===== src/rtl/phy_tx_lanes.sv =====
// phy_tx_lanes: round-robin arbitrates NUM_IN byte channels and stripes words MSB-first across NUM_LANES serial lanes
// clk_8f/reset: bit clock and synchronous active-high reset
// data_in/valid_in/ready_out: per-channel word handshake, channel i at [i*WIDTH +: WIDTH]
// tx_out/lane_valid/frame_start: registered serial bits, per-frame lane data flag, MSB-of-frame marker
module phy_tx_lanes #(
    parameter int WIDTH = 8,
    parameter int NUM_IN = 2,
    parameter int NUM_LANES = 2,
    parameter logic [WIDTH-1:0] IDLE_SYM = 8'hBC
) (
    input  logic                    clk_8f,
    input  logic                    reset,
    input  logic [NUM_IN*WIDTH-1:0] data_in,
    input  logic [NUM_IN-1:0]       valid_in,
    output logic [NUM_IN-1:0]       ready_out,
    output logic [NUM_LANES-1:0]    tx_out,
    output logic [NUM_LANES-1:0]    lane_valid,
    output logic                    frame_start
);
    localparam int CW = $clog2(WIDTH);
    localparam int FW = $clog2(NUM_LANES + 1);
    localparam int RW = NUM_IN > 1 ? $clog2(NUM_IN) : 1;

    logic [CW-1:0]    cnt;
    logic [FW-1:0]    fill;
    logic [RW-1:0]    rr, gnt, idx;
    logic             gnt_any, load, acc;
    logic [WIDTH-1:0] word;
    logic [WIDTH-1:0] stage [NUM_LANES];
    logic [WIDTH-1:0] sh [NUM_LANES];

    // search downward so the channel closest to rr is the last (winning) assignment
    always_comb begin
        gnt = '0;
        gnt_any = 1'b0;
        idx = '0;
        for (int j = NUM_IN - 1; j >= 0; j--) begin
            idx = RW'((int'(rr) + j) % NUM_IN);
            if (valid_in[idx]) begin
                gnt_any = 1'b1;
                gnt = idx;
            end
        end
    end

    // the load cycle frees the whole staging buffer, so it always has room
    always_comb begin
        load = cnt == CW'(WIDTH - 1);
        acc = gnt_any && (fill < FW'(NUM_LANES) || load);
        ready_out = acc ? NUM_IN'(1) << gnt : '0;
        word = data_in[int'(gnt) * WIDTH +: WIDTH];
        tx_out = '0;
        for (int k = 0; k < NUM_LANES; k++) tx_out[k] = sh[k][WIDTH-1];
    end

    always_ff @(posedge clk_8f) begin
        if (reset) begin
            cnt <= '0;
            fill <= '0;
            rr <= '0;
            frame_start <= 1'b0;
            lane_valid <= '0;
            for (int k = 0; k < NUM_LANES; k++) sh[k] <= '0;
        end else begin
            cnt <= load ? '0 : cnt + 1'b1;
            frame_start <= load;
            if (acc) rr <= (gnt == RW'(NUM_IN - 1)) ? '0 : gnt + 1'b1;
            fill <= load ? FW'(acc) : fill + FW'(acc);
            for (int k = 0; k < NUM_LANES; k++) begin
                sh[k] <= load ? (FW'(k) < fill ? stage[k] : IDLE_SYM) : {sh[k][WIDTH-2:0], 1'b0};
                if (load) lane_valid[k] <= FW'(k) < fill;
                // a load-cycle accept opens the next buffer at lane 0
                if (acc && (load ? k == 0 : FW'(k) == fill)) stage[k] <= word;
            end
        end
    end
endmodule


===== config.mk =====
export PLATFORM = sky130hd
export DESIGN_NAME = phy_tx_lanes
export DESIGN_NICKNAME = d
export VERILOG_FILES = /design/src/rtl/phy_tx_lanes.sv
export SDC_FILE = /design/constraint.sdc
export NUM_CORES = 1
export LEC_CHECK = 0
export CORE_ASPECT_RATIO = 1.25
export CORE_MARGIN = 3
export CORE_UTILIZATION = 58
export CTS_BUF_LIST = sky130_fd_sc_hd__clkbuf_2
export CTS_CLUSTER_DIAMETER = 40
export CTS_CLUSTER_SIZE = 24
export DETAILED_ROUTE_END_ITERATION = 8
export PLACE_DENSITY = 0.9
export SYNTH_ARGS = -nofsm -noshare
export SYNTH_HDL_FRONTEND = slang
export SYNTH_SLANG_ARGS = --single-unit

===== constraint.sdc =====
create_clock -name clk_8f -period 3.75 [get_ports clk_8f]
set_clock_uncertainty 0.15 [all_clocks]
set_input_delay 0.5625 -clock clk_8f [delete_from_list [all_inputs] [get_ports clk_8f]]
set_output_delay 0.5625 -clock clk_8f [all_outputs]
set_load 0.005 [all_outputs]

# Word-level counts from Yosys, hierarchy flattened

Memory sizes are Yosys's and may differ from the RTL's.
Cells that the tools add are included.

Register bits after elaboration: 9
Memory bits (writable): 32
Bits of input ports: 20
Output and inout bits: 7
Logic and storage cells: 61
Memories kept: 2

Memory list:

| name  | words | bits a word | rd ports | clocked after Yosys merged registers in | write ports | RTL line | RTL |
|---|---|---|---|---|---|---|---|
| sh    | 2     | 8           | 2        | 0                                       | 2           | 30       | `logic [WIDTH-1:0] sh [NUM_LANES];` |
| stage | 2     | 8           | 2        | 0                                       | 1           | 29       | `logic [WIDTH-1:0] stage [NUM_LANES];` |

Add/sub/neg operators: 4
Magnitude comparators: 5
Eq/ne operators: 2
Shift-type cells: 2
Mux-type cells: 31
Bitwise logic cells: 2
Reduce and logical (&&, ||, !) cells: 7

Operators with widths:

| operator                                           | count |
|---|---|
| two-way mux 8 bit                                  | 7 |
| two-way mux 1 bit                                  | 23 |
| indexed part select 16 x 5 -> 8 bit                | 1 |
| OR reduction 8 bit                                 | 1 |
| < comparator 1 x 2 -> 1 bit, first input constant  | 2 |
| < comparator 1 x 2 -> 1 bit, second input constant | 2 |
| adder 3 x 1 -> 3 bit, second input constant        | 1 |
| equality test 3 bit, second input constant         | 1 |
| logical AND 1 bit                                  | 3 |
| adder 1 bit, second input constant                 | 2 |
| adder 2 x 1 -> 2 bit                               | 1 |
| equality test 1 x 2 -> 1 bit, first input constant | 1 |
| logical NOT 2 bit                                  | 1 |
| < comparator 2 bit, second input constant          | 1 |
| two-way mux 2 bit                                  | 1 |
| bitwise OR 1 bit                                   | 2 |
| OR reduction 2 bit                                 | 1 |
| << shifter 1 x 1 -> 2 bit, first input constant    | 1 |
| logical OR 1 bit                                   | 1 |

# Longest topological paths before layout

Gate-level depths: netlist of the first run.

Word-level depth: 12
Gate-level depth with buffers: 6
Mapped depth without buffers: 5

# Least setup slack after synthesis of the first run

OpenSTA, ideal clock, no wires.

Path kind: reg2reg
Start point: reg cnt[0]
End point: mem stage[1][2], in the netlist stage[0][10] (enable)
Library setup time: 0.395 ns
Arrival: 1.735 ns
Data required time: 3.205 ns
Setup slack: 1.470 ns
Stages on the path, launching flop included: 5
Buffers on the path: 1
Period minus slack after synthesis: 2.280 ns
Path through: dfxtp_1 ha_1 ha_1 buf_2 nor4_1

Longest elaborated chain between the ends: 9
Elaborated cells on any way between the ends: 16
Those cells by class: eq/ne (1); mux (10); reduce/logical (5)

Ends and longest elaborated chain:

| element                                 | RTL line | RTL |
|---|---|---|
| start, declared                         | 24       | `logic [CW-1:0] cnt;` |
| start signal, assigned                  | 65       | `cnt <= load ? '0 : cnt + 1'b1;` |
| equality test 3 bit (*)                 | 48       | `load = cnt == CW'(WIDTH - 1);` |
| named net load                          | 27       | `logic gnt_any, load, acc;` |
| logical OR 1 bit                        | 49       | `acc = gnt_any && (fill < FW'(NUM_LANES) \|\| load);` |
| logical AND 1 bit                       | 49       |  |
| logical AND 1 bit                       | 73       | `if (acc && (load ? k == 0 : FW'(k) == fill)) stage[k] <= word;` |
| two-way mux 1 bit                       | 73       |  |
| two-way mux 1 bit                       | 57       | `if (reset) begin` |
| two-way mux 1 bit (not written as such) | 73       |  |
| OR reduction 8 bit (no line)            | n/a      |  |
| two-way mux 1 bit (no line)             | n/a      |  |
| end, declared                           | 29       |  |

Mark *: on every way through the listed nets, which the timed path passes. The rest lies on a longest branch.

# Final worst setup path of the first run

Start point: in valid_in[0]
End point: out ready_out[0]

Longest elaborated chain between the ends: 6
Elaborated cells on any way between the ends: 11
Those cells by class: shift (1); mux (9); reduce/logical (1)

Ends and longest elaborated chain:

| element                                                               | RTL line | RTL |
|---|---|---|
| start, declared                                                       | 14       | `input logic [NUM_IN-1:0] valid_in,` |
| two-way mux 1 bit (not written as such) (2 in a row)                  | 39       | `if (valid_in[idx]) begin` |
| two-way mux 1 bit (2 in a row)                                        | 39       |  |
| << shifter 1 x 1 -> 2 bit / logical AND 1 bit (equally long branches) | 50, 49   |  |
| two-way mux 2 bit (*)                                                 | 50       | `ready_out = acc ? NUM_IN'(1) << gnt : '0;` |
| end, declared                                                         | 15       | `output logic [NUM_IN-1:0] ready_out,` |

Every way passes the cells marked *; elsewhere a longest branch is shown, timed or not. The select of a mux whose other input is x is not followed.

==> results of run 1 <==
[flip-flops by register name (all words and copies together), names as in the netlist]
name	count
sh	16
frame_start	1
stage	16
cnt	3
rr	1
lane_valid	2
fill	2
[per-layer routing]
metal	vias up	GRT usage, %	wire [um]
li1	525	-	-
met1	477	23.8	1130
met2	23	28.1	1290
met3	5	6.99	125
met4	0	6.71	37
met5	-	0	0
[synth_stat cells (2+ instances only)]
cell and n:
ha_1 3, buf_4 2, nor3b_1 2, nand2b_1 6, edfxtp_1 16, a211oi_1 8, nor3_1 2, nor2b_1 2
mux2_2 8, o22ai_1 6, o21ai_0 3, nand3_1 2, buf_2 3, inv_1 2, nor2_1 17, o211ai_1 2
clkbuf_1 5, a21oi_1 7, dfxtp_1 25, nand2_1 3
[worst max-delay path: cells and delay by family]
kind	cells	cell delay (ns)
AO/OA/AOI/OAI	2	0.51
buffers and inverters	3	1.17
[final timing paths]
kind | cells past startpoint | slack [ns] | start | end
min | 1 | 0.29 | cnt[0] | cnt[0]
min reg2reg | 1 | 0.29 | cnt[0] | cnt[0]
max reg2reg | 5 | 1.90 | cnt[0] | stage[0][7]
max | 5 | 0.81 | valid_in[0] | ready_out[0]
[logic make-up (layout without fill, tap and decap cells)]
logic type      after synthesis  in the layout
flops                        41             41
simple gates                 38             38
compound gates               29             29
buf+inv                      13             41
mux                           8              8
fa+ha+maj                     3              3
[cell type report]
| cell class | count | share of cell area (%) |
|---|---|---|
| Sequential cell | 41 | 52.2 |
| Multi-Input combinational cell | 78 | 27.5 |
| Timing Repair Buffer | 30 | 15.4 |
| Tap cell | 33 | 2.20 |
| Clock buffer | 7 | 1.86 |
| Inverter | 3 | 0.599 |
| Clock inverter | 1 | 0.200 |
[power breakdown]
part	switching [mW]	internal (mW)
Sequential	0.0127	0.485
Combinational	0.0379	0.0463
Clock	0.125	0.0499
Total	0.176	0.581
==> results.txt, run 1 <==
- The flow ran to the end, and the final reports show no timing, DRC or antenna violations.
- Post-layout instance count excluding filler cells: 193
- Fin crit period: 2.94 ns
- Highest-count cells in the layout ignoring fill and taps: clkdlybuf4s50_1, dfxtp_1, nor2_1
* Leading post-synthesis cells by cell area: dfxtp_1, edfxtp_1, mux2_2
- Total power for the finished layout comes to around 0.76 mW.
- The multi-input combinational cells in the finished layout cover a total of 518 um2.
- The HPWL after detailed placement is 1810 um.
- Measured on the finished design, the core utilization comes to roughly 75%.
- Post-synthesis cell area: 1560 um2
* Unique masters post-synth: 28
- Dominant cell type by area after synthesis: dfxtp_1
- In the synthesized netlist, mux cells make up 5.78% of the area.
- Synthesis produced a netlist whose cell count is 132.
- FFs w/ async S/R, synth: 0%
- Number of max-cap violations: 0
- The congestion estimate from routability-driven global placement came to 0.761.
- Dividing the detail-routed wire length by the instance count gives 13.4 um.
- Synthesized-area fraction occupied by ao, oa, aoi and oai cells: about an eighth
- Starting DRT DRC Count: 26
* Xor/xnor cell area share of the yosys netlist: 0%
- Among all flip-flop cells after synthesis, the most frequent one is dfxtp_1.
* Unrepaired setup endpoints after global routing: false
- In this run, CTS created clock tree buffers numbering 5.
- Data on the critical path is required at its endpoint by 3.04 ns.
* Setup slack at placement: ~0.83 ns
- After clock tree synthesis, the clock-pin slew on the worst setup and hold paths is 0.17 ns.
* # fillers: 163
- Net count of the mapped netlist: approximately 160
- Die outline area: 3350 um2
* Leading cell type in the layout, fill and taps excluded: clkdlybuf4s50_1
- Clk root buf: clkbuf_2
- After clock tree synthesis, the repair step resized 0 gates.
* Clock sink total: 41
- Counting stages on the worst path, the most repeated cell is clkdlybuf4s50_1.
- Max-slew headroom at the worst pin: 71.2%
- Global routing consumed, over all layers together, roughly 18% of the routing resources.
- The final route contains 1030 vias.
* Y dimension of the die: 64.0 um
- The worst setup path is captured at an output port.
- Number of nets in the layout: 182
- The share of synthesized area in the top cell type comes to 32.1%.
- The number of placed instances, taps included, is 185.
- Area share of and/or/nand/nor cells after synthesis: about an eighth
- The first TritonRoute pass finished after 4 iterations.
* Number of enable-type register cells in the synthesized netlist: 16
- Clock latency at the later pin of the worst-skew pair: 0.39 ns
- The detail route stage leaves a number of antenna-violating nets equal to 0.
* Largest stage delay, worst path: ~0.60 ns
- The worst setup path is of the in2out kind.
- Hold timing on the final database bottoms out at a slack of roughly 0.3 ns.
* Vias in the first global route: 1003
- Total Negative Setup Slacks: 0 ns
- No sink is reached through more buffers than the 2 on the longest clock path.
- Compared with the post-synthesis result, the final layout area differs by 20.6%.
- Global routing finished with a remaining overflow of 0.
- WL final: 2590 um
- The worst setup path is launched from an input pin.
* Clock tree from TritonCTS: done
* Post-CTS Setup Inserts: 0
- Total area of sequential cells: 981 um2
- The initial utilization of the core area, before any placement, comes to 62.3%.
- During placement, the flow inserted port buffers numbering 26.
- The slowest stage of the critical path belongs to the cell clkdlybuf4s50_1.
- Number of hold violations in the final report: 0
* Synth Warn #: 0
* Largest family of logic cells by synthesized area: compound AO/OA/AOI/OAI gates
- Fraction of layout instances using a drive strength above 1: 14.4%
- Die width: 52.4 um
- The signal on the critical path passes through clkdlybuf4s50_1 > inv_2 > o21ai_4 > o211a_1 > clkdlybuf4s50_1.
- Flip-flop and latch count after synthesis: 41
- The first global-routing pass estimated 4530 um of wire.
- After synthesis, flip-flops and latches occupy a little over three fifths of the total area.
- At the pin with the least slew margin, the transition time is 0.431 ns.
* H-tree depth: 2
* IO Pins: 27
- Worst path arrival time: 2.23 ns
* Setup ws final: between 0.8 and 0.9 ns
- Summed over all cells, the static leakage comes to 0.667 nW.
* Mean area per synthesized cell: 11.8 um2
- In the finished design, the share of the clock period the worst path needs comes to 78.5%.
* PwrDens: slightly above 400 nW/um2
- After Yosys synthesis, full adders, half adders and majority gates account for 2.41% of the synthesized area.
* Count of unresolved DRC violations after routing: 0
- Total setup violations reported at the end of the flow: 0
* Std cell rows: 20
- Fmax achieved: 0.340 GHz
- Total inserted antenna cells: 0
- After routing the design area is 1880 um2.
- Max-slew violation count: 0
- Entering global routing, the biggest net connects 29 pins.
* Core Area: 2500 um2
- Hold-fix buffers, CTS: 0
* Initial antenna violation count: 0
- Worst Hold Class: reg2reg
* Worst supply voltage drop on vdd: 0.298 mV
- Using the TritonRoute via totals, the vias-per-cell ratio works out to about 5.3.
- Of all nets on the critical path, the largest fanout is 10.
* Dpl cell area: roughly 1800 um2
Note: power is estimated with default switching activity, not from simulation.
==> run 2, diff against run 1 <==
--- a/config.mk
+++ b/config.mk
@@ -7,12 +7,12 @@
 export LEC_CHECK = 0
 export CORE_ASPECT_RATIO = 1.25
 export CORE_MARGIN = 3
-export CORE_UTILIZATION = 58
+export CORE_UTILIZATION = 54
 export CTS_BUF_LIST = sky130_fd_sc_hd__clkbuf_2
 export CTS_CLUSTER_DIAMETER = 40
 export CTS_CLUSTER_SIZE = 24
 export DETAILED_ROUTE_END_ITERATION = 8
-export PLACE_DENSITY = 0.9
+export PLACE_DENSITY = 0.85
 export SYNTH_ARGS = -nofsm -noshare
 export SYNTH_HDL_FRONTEND = slang
 export SYNTH_SLANG_ARGS = --single-unit
==> constraint.sdc (replaced) <==
create_clock -name clk_8f -period 2.94 [get_ports clk_8f]
set_clock_uncertainty 0.15 [all_clocks]
set_input_delay 0.441 -clock clk_8f [delete_from_list [all_inputs] [get_ports clk_8f]]
set_output_delay 0.441 -clock clk_8f [all_outputs]
set_load 0.005 [all_outputs]
==> run 2 against run 1 <==
Global-route usage down 0.35 points. Via count rose by 5.0%. Critical path depth stayed put. Sequential power is 28% higher. Clock-buffer cell count decreased by 2. Power up 29%. Critical path type is now reg2out.
==> results.txt, run 2 (synthesis gave the netlist of run 1 again) <==
* Outcome: finished, final reports clean
- Clock transition at the registers of the reported paths: 0.19 ns (+0.02 ns)
- Worst path arrival time: 2.16 ns (-0.07 ns)
- The setup slack of the worst register-to-register path came to 1.01 ns (-0.89 ns).
* Starting DRT DRC Count: 43 (+65%)
* Fraction of layout instances using a drive strength above 1: 15.5% (+1.2 points)
- Subtracting the final worst setup slack from the clock period gives between 2 and 3 ns.
- The met2 wire length came to 1520 um (+18%).
- The via density per instance was 5.54 (+3.9%).
* Sort of element at the start of the critical path: flip-flop
* IO Pins: 27 (unchanged)
* WL final: 2790 um (+8.0%)
- Critical path launch point: cnt[0]
- The clock net sink count was 41 (unchanged).
* Inserted Clock Buffers: 5 (unchanged)
- Timing would allow up to 0.363 GHz.
- The die outline height is 66.1 um (+3.3%).
- Setup slack at placement: 0.470 ns (-0.356 ns)
- TritonCTS built the clock tree.
* Die outline area: 3570 um2 (+6.6%)
* Overflow after GRT: 0 (unchanged)
- The power per standard cell area is 518 nW/um2 (+29%).
- Hold-fix buffers, CTS: 0 (unchanged)
- The buffer and inverter count on the worst path was 1 (-2).
* Total Negative Setup Slacks: 0 ns (unchanged)
* Max Root-Sink Buffers: 2 (unchanged)
- Layout area overhead: 21.3%
- Leading cell type in the layout, fill and taps excluded: clkdlybuf4s50_1
* Most Frequent Cell on Critical Path: ha_1
- Detailed placer's ending HPWL: 2030 um (+12%)
- The number of nets still failing antenna checks after routing was 0 (unchanged).
* Number of optimization iterations in the first detailed-route pass: 4 (unchanged)
- Number of port buffers: 26 (unchanged)
- Total inserted antenna cells: 0 (unchanged)
- By startpoint and endpoint, the worst setup path is classified as reg2out.
- Clk root buf: clkbuf_2
- Post-CTS Setup Inserts: 0 (unchanged)
- The starting density of the core is 57.1% (-5.2 points).
- Clock latency at the later pin of the worst-skew pair: 0.39 ns (about the same)
* Number of nets in the layout: 183 (+0.55%)
- The width of the die was 54.1 um (+3.2%).
- The worst-margin pin slew was 0.434 ns (+0.00314 ns).
* Top metal layer carrying routed signals: met4
* Largest registers in the final layout: sh (16), stage (16), cnt (3)
- R2R depth: 6 (+1)
- The detailed-route via count was 1081 (+5.0%).
- Max-slew violation count: 0 (unchanged)
- Count of unresolved DRC violations after routing: 0 (unchanged)
* Vias in the first global route: 1025 (+2.2%)
* R2r startpoint: cnt[0]
- Number of max-cap violations: 0 (unchanged)
* Global-route usage over all layers: 18.1% (-0.35 points)
- Cells along the critical path: ha_1 > ha_1 > nand2b_1 > o211a_1 > clkdlybuf4s50_1
* Worst-path fanout max: 10 (unchanged)
- Worst supply voltage drop on vdd: 0.470 mV (+58%)
* Critical Path End: ready_out[0]
- Detail Route met3 WL: 159 um (+27%)
* DR WL/cell: 14.3 um (+6.9%)
* Crit path depth: 5 (unchanged)
* Setup ws final: 0.185 ns (-0.621 ns)
- Gpl congestion: 0.723 (-5.0%)
- The deepest level of the CTS H-tree is 2 (unchanged).
- Cell leakage power: 0.674 nW (+1.0%)
- Worst setup EP type: output port
- Wire length of the first global-routing pass: 4530 um (-0.15%)
- Ratio of final minimum period to clock period: 93.7%
- The cell row count is 21 (+5.0%).
- The number of hold violations in the final report is 0 (unchanged).
- In this run the critical register-to-register path is captured at stage[0][4].
* Kind of cell adding the most delay to the critical path: adder cells
- The post-route met1 wirelength was 1060 um (-6.6%).
- Largest net degree at the start of global routing: 31 (+6.9%)
- Largest stage delay, worst path: 0.49 ns (-0.11 ns)
- In this run the worst hold path is classified as reg2reg.
* # fillers: 229 (+40%)
* Unrepaired setup endpoints after global routing: false
- The worst max-slew margin expressed relative to the limit came to 71.0% (-0.21 points).
* Highest-delay cell along the critical path: clkdlybuf4s50_1
* CP Data Required Time: 2.35 ns (-0.69 ns)
- Core Area: 2730 um2 (+9.2%)
* Total setup violations reported at the end of the flow: 0 (unchanged)
* Initial antenna violation count: 0 (unchanged)
* Count of instances resized after the clock tree is built: 0 (unchanged)
* Highest-count cells in the layout ignoring fill and taps: clkdlybuf4s50_1, dfxtp_1, nor2_1
## run 2: cell count changes in the layout (fill, tap and decap cells not counted), sizes merged
cell / delta
buf: +1
clkbuf: -2
clkinv: +1
inv: +1
## run 2: how the worst min path moves through the flow
stage          startpoint  endpoint  slack [ns]  cells after the start
2_1_floorplan      cnt[0]    cnt[0]        0.25                      1
3_3_place_gp       cnt[0]    cnt[0]        0.26                      1
3_5_place_dp       cnt[0]    cnt[0]        0.28                      1
4_1_cts            cnt[0]    cnt[0]        0.30                      1
5_1_grt            cnt[0]    cnt[0]        0.32                      1
6_report           cnt[0]    cnt[0]        0.30                      1
## run 2: worst reg2reg max path: stages, from the launching register on
cell	delay, ns
dfxtp_1	0.38
ha_1	0.17
ha_1	0.14
buf_4	0.26
o21ai_0	0.14
a211oi_1	0.21
buf_4	0.21
## run 2: cell type report
class                   instances  area [um2]  area share, %
clock buffers                   5        25.0           1.32
clock inverters                 3        16.3          0.860
inverters                       3        11.3          0.595
multi-input cells              78         518           27.4
flip-flops and latches         41         981           51.9
well taps                      34        42.5           2.25
repair buffers                 31         298           15.7
## run 2: report_power, final
part	leakage, nW	internal [mW]	switching, mW	total (mW)
clock network	0.0331	0.0568	0.177	0.234
logic	0.290	0.0604	0.0499	0.110
registers	0.351	0.619	0.0167	0.636
total	0.674	0.736	0.243	0.980
## run 2: layer usage
layer / GRT usage (%) / up-vias
li1: - / 526
met1: 20.5 / 513
met2: 30.3 / 34
met3: 4.97 / 8
met4: 9.35 / 0
met5: 0 / -
## run 2: per-stage QoR
| step | cell area, um2 | hold slack, ns | util [%] | total power [mW] | instances |
|---|---|---|---|---|---|
| final | 1890 | 0.296 | 69.2 | 0.980 | 195 |
| after global routing | 1890 | 0.322 | 69.2 | 1.02 | 195 |
| after CTS | 1890 | 0.303 | 69.2 | 0.986 | 195 |
| after detailed placement | 1850 | 0.280 | 67.7 | 0.758 | 187 |
| after global placement | 1850 | 0.262 | 67.7 | 0.750 | 187 |
| after floorplan | 1560 | 0.254 | - | 0.702 | 132 |
